### src/rtl/pipelined_control.sv
// Control unit for the 16-bit core: decodes the ID instruction, carries control through
// ID/EX, EX/MEM and MEM/WB, inserts a bubble on load-use hazards and squashes on flush.
module pipelined_control #(
  parameter int INSTR_W    = 16,
  parameter int REG_ADDR_W = 3,
  parameter int RD_LSB     = 2,
  parameter int RS1_LSB    = 8,
  parameter int RS2_LSB    = 11,
  parameter int CNT_W      = 16
) (
  input  logic                  clk,
  input  logic                  rst_n,
  input  logic                  id_valid,
  input  logic [INSTR_W-1:0]    id_instr,
  input  logic                  flush,
  input  logic                  clr_count,
  output logic                  stall,
  output logic                  ex_valid,
  output logic                  ex_alu_src,
  output logic [1:0]            ex_alu_op,
  output logic [REG_ADDR_W-1:0] ex_rd,
  output logic                  mem_valid,
  output logic                  mem_branch,
  output logic                  mem_mem_write,
  output logic [REG_ADDR_W-1:0] mem_rd,
  output logic                  wb_valid,
  output logic                  wb_mem_to_reg,
  output logic                  wb_reg_write,
  output logic [REG_ADDR_W-1:0] wb_rd,
  output logic [CNT_W-1:0]      stall_count
);

  typedef struct packed {
    logic                  valid;
    logic                  alu_src;
    logic [1:0]            alu_op;
    logic                  branch;
    logic                  mem_write;
    logic                  mem_to_reg;
    logic                  reg_write;
    logic [REG_ADDR_W-1:0] rd;
  } ctrl_t;

  // valid marks a real instruction in a stage; stall holds the producer (PC, IF/ID) for one
  // cycle while a bubble (valid=0, all control 0) enters EX in place of the held instruction.
  ctrl_t id_ex_q, ex_mem_q, mem_wb_q;
  ctrl_t dec;

  logic [1:0]            op;
  logic [1:0]            f2;
  logic [REG_ADDR_W-1:0] rd, rs1, rs2;
  logic                  uses_rs2;
  logic                  unused_bits;
  logic [CNT_W-1:0]      cnt_q;

  assign op          = id_instr[1:0];
  assign f2          = id_instr[7:6];
  assign rd          = id_instr[RD_LSB  +: REG_ADDR_W];
  assign rs1         = id_instr[RS1_LSB +: REG_ADDR_W];
  assign rs2         = id_instr[RS2_LSB +: REG_ADDR_W];
  assign uses_rs2    = (op != 2'b01);
  assign unused_bits = ^id_instr;

  always_comb begin
    dec        = '0;
    dec.valid  = 1'b1;
    dec.rd     = rd;
    dec.alu_op = (op == 2'b01 && f2 == 2'b01) ? 2'b00 : f2;
    case (op)
      2'b00: dec.reg_write = 1'b1;
      2'b01: begin
        dec.alu_src    = 1'b1;
        dec.reg_write  = 1'b1;
        dec.mem_to_reg = (f2 == 2'b01);
      end
      2'b10: begin
        dec.alu_src   = 1'b1;
        dec.mem_write = (f2 == 2'b00);
      end
      default: dec.branch = 1'b1;
    endcase
    // x0 is hardwired zero, so nothing targeting it may write back
    if (rd == '0) begin
      dec.reg_write  = 1'b0;
      dec.mem_to_reg = 1'b0;
    end
  end

  always_comb begin
    stall = id_valid & id_ex_q.valid & id_ex_q.mem_to_reg &
            ((id_ex_q.rd == rs1) | (uses_rs2 & (id_ex_q.rd == rs2))) & ~flush;
  end

  always_ff @(posedge clk or negedge rst_n) begin
    if (!rst_n) begin
      id_ex_q  <= '0;
      ex_mem_q <= '0;
      mem_wb_q <= '0;
    end else begin
      mem_wb_q <= ex_mem_q;
      ex_mem_q <= flush ? '0 : id_ex_q;
      id_ex_q  <= (flush || stall || !id_valid) ? '0 : dec;
    end
  end

  always_ff @(posedge clk or negedge rst_n) begin
    if (!rst_n) begin
      cnt_q <= '0;
    end else if (clr_count) begin
      cnt_q <= '0;
    end else if (stall && cnt_q != '1) begin
      cnt_q <= cnt_q + 1'b1;
    end
  end

  assign ex_valid      = id_ex_q.valid;
  assign ex_alu_src    = id_ex_q.alu_src;
  assign ex_alu_op     = id_ex_q.alu_op;
  assign ex_rd         = id_ex_q.rd;
  assign mem_valid     = ex_mem_q.valid;
  assign mem_branch    = ex_mem_q.branch;
  assign mem_mem_write = ex_mem_q.mem_write;
  assign mem_rd        = ex_mem_q.rd;
  assign wb_valid      = mem_wb_q.valid;
  assign wb_mem_to_reg = mem_wb_q.mem_to_reg;
  assign wb_reg_write  = mem_wb_q.reg_write;
  assign wb_rd         = mem_wb_q.rd;
  assign stall_count   = cnt_q;

endmodule

### config.mk
export PLATFORM = sky130hd
export DESIGN_NAME = pipelined_control
export DESIGN_NICKNAME = d
export VERILOG_FILES = /design/src/rtl/pipelined_control.sv
export SDC_FILE = /design/constraint.sdc
export NUM_CORES = 1
export LEC_CHECK = 0
export BUFFER_PORTS_ARGS = -buffer_cell sky130_fd_sc_hd__buf_2
export CAP_MARGIN = 40
export CORE_MARGIN = 2
export CORE_UTILIZATION = 46
export DETAILED_ROUTE_END_ITERATION = 6
export GPL_ROUTABILITY_DRIVEN = 0
export HOLD_SLACK_MARGIN = 0.1
export PLACE_DENSITY = 0.87
export SYNTH_ARGS = -nofsm -noshare
export SYNTH_HDL_FRONTEND = slang
export SYNTH_SLANG_ARGS = --single-unit
### constraint.sdc
create_clock -name clk -period 1.8 [get_ports clk]
set_input_delay 0 -clock clk [delete_from_list [all_inputs] [get_ports clk]]
set_output_delay 0 -clock clk [all_outputs]
set_load 0.02 [all_outputs]
Yosys cells after proc, flatten, opt, wreduce, memory -nomap -nowiden --
Index checks and enable logic that the tools add are counted.
Cells by class: add/sub/neg operators 1, multiply operators 0, divide/modulo/power cells 0, order comparisons 0, eq/ne operators 7, shifts and indexed selects 0, mux-type cells 11, bitwise operators 7, reduce and logical (&&, ||, !) cells 12
Operators with widths (number):
- 16-bit 2-to-1 mux | 2
- 11-bit 2-to-1 mux | 2
- 16-bit by 1-bit adder with 16-bit output, second input constant | 1
- 16-bit inequality test, second input constant | 1
- 3-bit equality test | 2
- 1-bit bitwise AND | 5
- 1-bit 2-to-1 mux | 5
- 2-bit by 1-bit equality test with 1-bit output, second input constant | 2
- 2-bit logical NOT | 2
- 2-bit 2-to-1 mux | 2
- 2-bit OR reduction | 2
- 3-bit logical NOT | 1
- 3-bit OR reduction | 1
- 2-bit equality test, second input constant | 1
- 1-bit logical AND | 2
- 1-bit logical OR | 2
- 2-bit by 1-bit inequality test with 1-bit output, second input constant | 1
- 2-bit nonzero test | 1
- 1-bit logical NOT | 1
- 1-bit NOT | 1
- 1-bit OR | 1
Storage, ports and cells: register bits after elaboration 41, bits in latches 0, memory bits (writable) 0, bits in read-only memories 0, bits of input ports 21, output and inout port bits 36, memories 0

Logic depth before layout (Yosys ltp) --
Gate-level depths: netlist (run 1).
depth after elaboration 8, gate-level depth with buffers 9, depth with buffers taken out 8

Worst setup path before layout (run 1) --
No wires, ideal clock.
kind flip-flop to flip-flop, from register cnt_q[0] (netlist: stall_count[0]), to register cnt_q[13] (netlist: stall_count[13]), data arrival time 1933 ps, data required time 1675 ps, path slack -257 ps, cell stages (with the launch flop) 9, buffers on the path 2, clock period less this slack 2057 ps, cell sequence dfrtp_1 > ha_1 > nand4_1 > nor3_1 > and3_1 > buf_4 > buf_6 > nor4_1 > mux2_2
Between the ends: cells in the longest elaborated chain, start to end 3
Ends and longest elaborated chain:
- start, declared | line 54 | logic [CNT_W-1:0] cnt_q;
- start signal, assigned | line 112 | cnt_q <= cnt_q + 1'b1;
- 16-bit by 1-bit adder with 16-bit output or 16-bit inequality test (tied branches) | line 112, 111
- 16-bit 2-to-1 mux or 1-bit logical AND (tied branches) | line 111 | end else if (stall && cnt_q != '1) begin
- 16-bit 2-to-1 mux or 2-bit nonzero test (tied branches)
Parallel ways exist; a longest one is shown, timed or not. The select of a mux whose other input is x is not followed. A chain may end at the register's enable or synchronous reset.

Final worst setup path (run 1) --
from register id_ex_q (netlist bit ex_rd[1]), to register cnt_q[5] (netlist: stall_count[5])
Between the ends: cells in the longest elaborated chain, start to end 7
Ends and longest elaborated chain:
- start, declared | line 46 | ctrl_t id_ex_q, ex_mem_q, mem_wb_q;
- start signal, assigned | line 102 | id_ex_q <= (flush || stall || !id_valid) ? '0 : dec;
- 3-bit equality test | line 91 | ((id_ex_q.rd == rs1) | (uses_rs2 & (id_ex_q.rd == rs2))) & ~flush;
- 1-bit bitwise AND | line 91
- 1-bit OR (*) | line 91
- 1-bit bitwise AND (*) | line 90 | stall = id_valid & id_ex_q.valid & id_ex_q.mem_to_reg &
- 1-bit bitwise AND (*) | line 91
- 1-bit logical AND (*) | line 111
- 2-bit nonzero test (no line) (*)
Every way passes the cells marked *; elsewhere a longest branch is shown, timed or not.

==> flow_metrics.tcl, run 1 <==
set metrics [dict create \
    cts_root_buf "clkbuf_8" \
    utilization 0.702 \
    grt_pass1_wl_um 7460 \
    die-area_um2 4720 \
    finClkSkew_ns 0.00637 \
    fmax_mhz 479 \
    slew_viol_final 0 \
    cts_tree "built" \
    comb_power_share 0.079 \
    yosys.cell_count.top_type "dfrtp_1" \
    clkLatencyLatePin_ns 0.30 \
    setup_ws_ns -0.289 \
    synth_nets 204 \
    rsz0062_at_grt "yes" \
    arrival_ns 2.31 \
    cts_sinks 41 \
    largest_reg_flops 16 \
    numCtsBuffers 5 \
    pre_cts_ws_ns -0.215 \
    fin_nets 295 \
    hold_depth 2 \
    synth_common_cells "dfrtp_1 (41), nor2b_1 (16), a21oi_1 (10)" \
    antenna_found_initial 0 \
    critPathMaxFanout 9 \
    synthSimpleGateAreaFrac 0.242 \
    grt_max_degree 28 \
    drtIter0Drc 158 \
    synth_adder_area_share 0.0325 \
    synth_mux_area_frac 0.0409 \
    grt_pass1_vias 1599 \
    vias 1768 \
    synth_edf_count 0 \
    die_y_um 68.7 \
    r2r_cells 6 \
    yosys-top-cells-area "dfrtp_1 (53%), nor2b_1 (5.2%), mux2_2 (4.1%)" \
    yosys.area.top_type_share 0.533 \
    wl_per_cell_um 16.7 \
    pwr-share-clk 0.416 \
    p_sw_frac 0.226 \
    synth_top_family_by_area "simple AND/OR/NAND/NOR gates" \
    worstHoldPathType "input port to register" \
    area_delta_synth_final_pct 46.9 \
    power.density_nw_per_um2 661 \
    fin_crit_sh 1.16 \
    worstSetupPathType "register to register" \
    leakagePower_uw 0.00136 \
    fillers 275 \
    multi_input_area_um2 952 \
    peakVddDrop_v 0.000694 \
    synth_cell_type_count 30 \
    outcome "complete, but fails checks" \
    hold_viol 0 \
    p_sw_uw 423 \
    h-tree-depth 2 \
    setup_viol 16 \
    period_needed_ns 2.09 \
    synth_xor_area_frac 0.0273 \
    p_total_uw 1870 \
    critical_path_required_ns 2.02 \
    portBuffers 53 \
    rows 23 \
    fp.dieW_um 68.7 \
    start_util 0.478 \
    final_area_um2 2830 \
    avgSynthCellArea_um2 10.8 \
    regArea_um2 1040 \
    antenna_cells 0 \
    clk_pin_slew_worst_paths_ns 0.08 \
    synth_largest_area_cell "dfrtp_1" \
    placed_area_um2 2430 \
    ys.flop_type "dfrtp_1" \
    core_area_um2 4030 \
    max-slew-margin-rel 0.590 \
    worstSetupEndpointType "register" \
    violations "setup timing" \
    yosys_warnings 0 \
    dp_hpwl_um 3150 \
    drive_above_1_share 0.522 \
    grt-ovfl-total 0 \
    maxCapViolCount 0 \
    ys_seq_area_frac 0.533 \
    syn_inst 178 \
    async_reset_ff_frac 1.00 \
    wirelength_um 5360 \
    post-route-drc-count 0 \
    vias_per_cell 5.53 \
    worst_pin_slew_ns 0.615 \
    holdWs_ns 0.161 \
    intPower_uw 1450 \
    synth_compound_gate_area_share 0.0624 \
    drtAntennaViolNets 0 \
    gr-usage-all-layers 0.221 \
    drt_first_pass_iters 4 \
    ys_ff_latch 41 \
    clk_path_buf_depth 2 \
    ioPinCount 57 \
    seqPwrFrac 0.505 \
    synth_area_um2 1930 \
    cp-start-kind "register" \
]
[metal layers]
metal | vias to the layer above | global-route usage | wire (µm)
met5 | - | 0 | 0
met4 | 0 | 0.135 | 187
met3 | 22 | 0.0552 | 330
met2 | 96 | 0.351 | 2740
met1 | 853 | 0.270 | 2110
li1 | 797 | - | -
[power groups by stage]
stage / clock (µW) / combinational (µW) / sequential, µW
floorplan: 0 / 53.4 / 970
global placement: 0 / 125 / 961
detailed placement: 0 / 131 / 962
CTS: 792 / 146 / 944
global route: 827 / 162 / 946
finish: 779 / 147 / 945
[worst max-delay path: stages, from the launching register on]
cell and delay, ns:
dfrtp_2 0.45, xor2_1 0.19, nor4_2 0.35, o21ai_2 0.16
buf_4 0.20, or4_1 0.49, a21oi_1 0.16
[final timing paths]
kind / to / slack [ns] / start
max: stall_count[5] / -0.29 / ex_rd[1]
min: stall_count[14] / 0.16 / clr_count
max reg2reg: stall_count[5] / -0.29 / ex_rd[1]
min reg2reg: wb_mem_to_reg / 0.35 / ex_mem_q[4]
max in group asynchronous: wb_rd[2] / 0.92 / rst_n
min in group asynchronous: stall_count[15] / 0.25 / rst_n
[metrics by stage]
stage / setup TNS, ns / std cells
2_1_floorplan: -0.629 / 178
3_3_place_gp: -1.52 / 297
3_5_place_dp: -2.31 / 297
4_1_cts: -2.50 / 315
5_1_grt: -4.45 / 320
6_report: -3.19 / 320
[cells by family after synthesis]
logic type / Yosys count
buffers and inverters: 19
xor gates and xnor gates: 6
DFF: 41
and+or+nand+nor: 80
muxes: 7
adders and majority gates: 5
AOI/OAI and AO/OA: 20
[cells in the final DEF, fill, tap and decap left out, types with 5 or more instances in the layout]
| cell type | synthesis | layout |
|---|---|---|
| a21oi_1 | 10 | 7 |
| buf_2 | 0 | 53 |
| xor2_1 | 6 | 6 |
| dlygate4sd3_1 | 0 | 7 |
| nor2b_1 | 16 | 16 |
| dfrtp_1 | 41 | 30 |
| nor2_1 | 9 | 9 |
| clkbuf_8 | 0 | 6 |
| and2_1 | 7 | 7 |
| buf_4 | 9 | 36 |
| nand2_1 | 8 | 8 |
| nand4_1 | 5 | 5 |
| o31ai_1 | 5 | 5 |
| dfrtp_2 | 0 | 11 |
| nand3_1 | 7 | 6 |
[cell type report]
class | count | share of cell area
sequential | 41 | 0.368
clock inverter | 2 | 0.0133
clock buffer | 6 | 0.0292
timing repair buffer | 99 | 0.226
tap | 50 | 0.0221
inverter | 4 | 0.00531
multi-input combinational | 118 | 0.337
[timing repair]
item / CTS / global route
pin swaps: 6 / 9
gates cloned: 2 / 0
gates resized for setup: 16 / 19
endpoints found under the hold margin: 42 / 0
buffers inserted: 1 / 5
hold buffers: 7 / 0
endpoints found under the setup margin: 25 / 28
Power figures use the tool's default switching activity.
==> inputs of run 2 (changes only) <==
Settings changed: MAX_ROUTING_LAYER set to met4.
==> flow_metrics.tcl, run 2 (synthesis results as in run 1) <==
set metrics [dict create \
    path_cells "xor2_1, nor4_2, o21ai_2, buf_4, or4_1, a21oi_1" \
    worstHoldPathType "input port to register" \
    worstSetupEndpointType "register" \
    drt_first_pass_iters 4 \
    numCtsBuffers 5 \
    setup_tns_ns -3.19 \
    rr_endpoint "stall_count[5]" \
    drtIter0Drc 179 \
    cts_sinks 41 \
    crit_path_top_delay_cell "or4_1" \
    power.density_nw_per_um2 662 \
    worst_pin_slew_ns 0.608 \
    portBuffers 53 \
    post-route-drc-count 0 \
    hold_viol 0 \
    cts_tree "built" \
    rows 23 \
    grt_pass1_vias 1594 \
    hold_path_end "stall_count[14]" \
    vias 1749 \
    die_y_um 68.7 \
    arrival_ns 2.30 \
    violations "setup timing" \
    clk_path_buf_depth 2 \
    r2r_cells 6 \
    slew_viol_final 0 \
    max-slew-margin-rel 0.594 \
    antenna_found_initial 0 \
    core_area_um2 4030 \
    rsz0062_at_grt "yes" \
    grt_pass1_wl_um 7480 \
    vias_per_cell 5.47 \
    fp.dieW_um 68.7 \
    grt-ovfl-total 0 \
    area_delta_synth_final_pct 46.9 \
    hold_depth 2 \
    leakagePower_uw 0.00136 \
    reg2reg_slack_ns -0.29 \
    peakVddDrop_v 0.000695 \
    critical_path_required_ns 2.02 \
    maxCapViolCount 0 \
    h-tree-depth 2 \
    fin_nets 295 \
    worstSetupPathType "register to register" \
    start_util 0.478 \
    critPathMaxFanout 9 \
    drive_above_1_share 0.522 \
    dp_hpwl_um 3150 \
    utilization 0.702 \
    die-area_um2 4720 \
    outcome "complete, but fails checks" \
    gr-usage-all-layers 0.228 \
    fin_crit_sh 1.16 \
    cp-start-kind "register" \
    holdWs_ns 0.155 \
    numPlacedInstances 297 \
    finClkSkew_ns 0.00649 \
    clkLatencyLatePin_ns 0.30 \
    setup_viol 16 \
    setup_ws_ns -0.285 \
    ioPinCount 57 \
    drtAntennaViolNets 0 \
    layout_common_cells "buf_2 (53), buf_4 (36), dfrtp_1 (30)" \
    wirelength_um 5350 \
    wl_per_cell_um 16.7 \
    fmax_mhz 480 \
    finalNonFillerCells 320 \
    r2r_start "ex_rd[1]" \
    hold_path.startpoint "clr_count" \
    cp_slowest_stage_delay_ns 0.49 \
    grt_max_degree 28 \
    cts_root_buf "clkbuf_8" \
    period_needed_ns 2.09 \
    largest_reg_flops 16 \
    antenna_cells 0 \
    clk_pin_slew_worst_paths_ns 0.08 \
    final_common_cell "buf_2" \
]
[run 2: cell counts in the layout (fill, tap and decap cells not counted)]
No cell type changed its count.
[run 2: through the flow]
step	setup slack (ns)	power, µW	cell area [µm²]
floorplan	-0.111	1020	1980
global placement	-0.172	1090	2430
detailed placement	-0.215	1090	2430
CTS	-0.194	1880	2710
global route	-0.347	1940	2830
finish	-0.285	1870	2830
[run 2: what timing repair did]
| action | 4_1_cts | 5_1_grt |
|---|---|---|
| gates cloned | 2 | 0 |
| hold buffers | 7 | 0 |
| pin swaps | 6 | 9 |
| endpoints found under the setup margin | 25 | 28 |
| buffers inserted | 1 | 5 |
| resized for setup | 16 | 19 |
| hold endpoints to repair | 42 | 0 |
[run 2: per-layer routing]
layer / up-vias / track usage / part of all wire
met5: - / - / 0
met1: 850 / 0.274 / 0.40
met4: 0 / 0.135 / 0.038
li1: 800 / - / -
met3: 20 / 0.0536 / 0.054
met2: 79 / 0.351 / 0.51
[run 2: layout make-up]
class | count | area, µm²
clock buffers | 6 | 82.6
repair buffers | 99 | 639
fillers | 275 | 1200
multi-input cells | 118 | 952
clock inverters | 2 | 37.5
inverters | 4 | 15.0
well taps | 50 | 62.6
flip-flops and latches | 41 | 1040
[run 2: power breakdown]
group	switching [µW]	total [µW]	internal, µW
sequential	8.87	945	936
combinational	85.6	147	61.3
clock	330	781	451
[run 2: critical path: cells and delay by family (launching register included)]
family | cells | cell delay, ns
buf+inv | 1 | 0.20
compound gates | 2 | 0.32
simple gates | 2 | 0.84
flops | 1 | 0.45
xor+xnor | 1 | 0.18
[run 2: how the worst max path moves through the flow]
stage / from / end / slack, ns
after detailed placement: ex_rd[1] / stall_count[9] / -0.21
after CTS: ex_rd[0] / stall_count[9] / -0.19
after global placement: ex_rd[1] / stall_count[8] / -0.17
final: ex_rd[1] / stall_count[5] / -0.29
after global routing: ex_rd[0] / stall_count[5] / -0.35
after floorplan: ex_rd[1] / stall_count[9] / -0.11
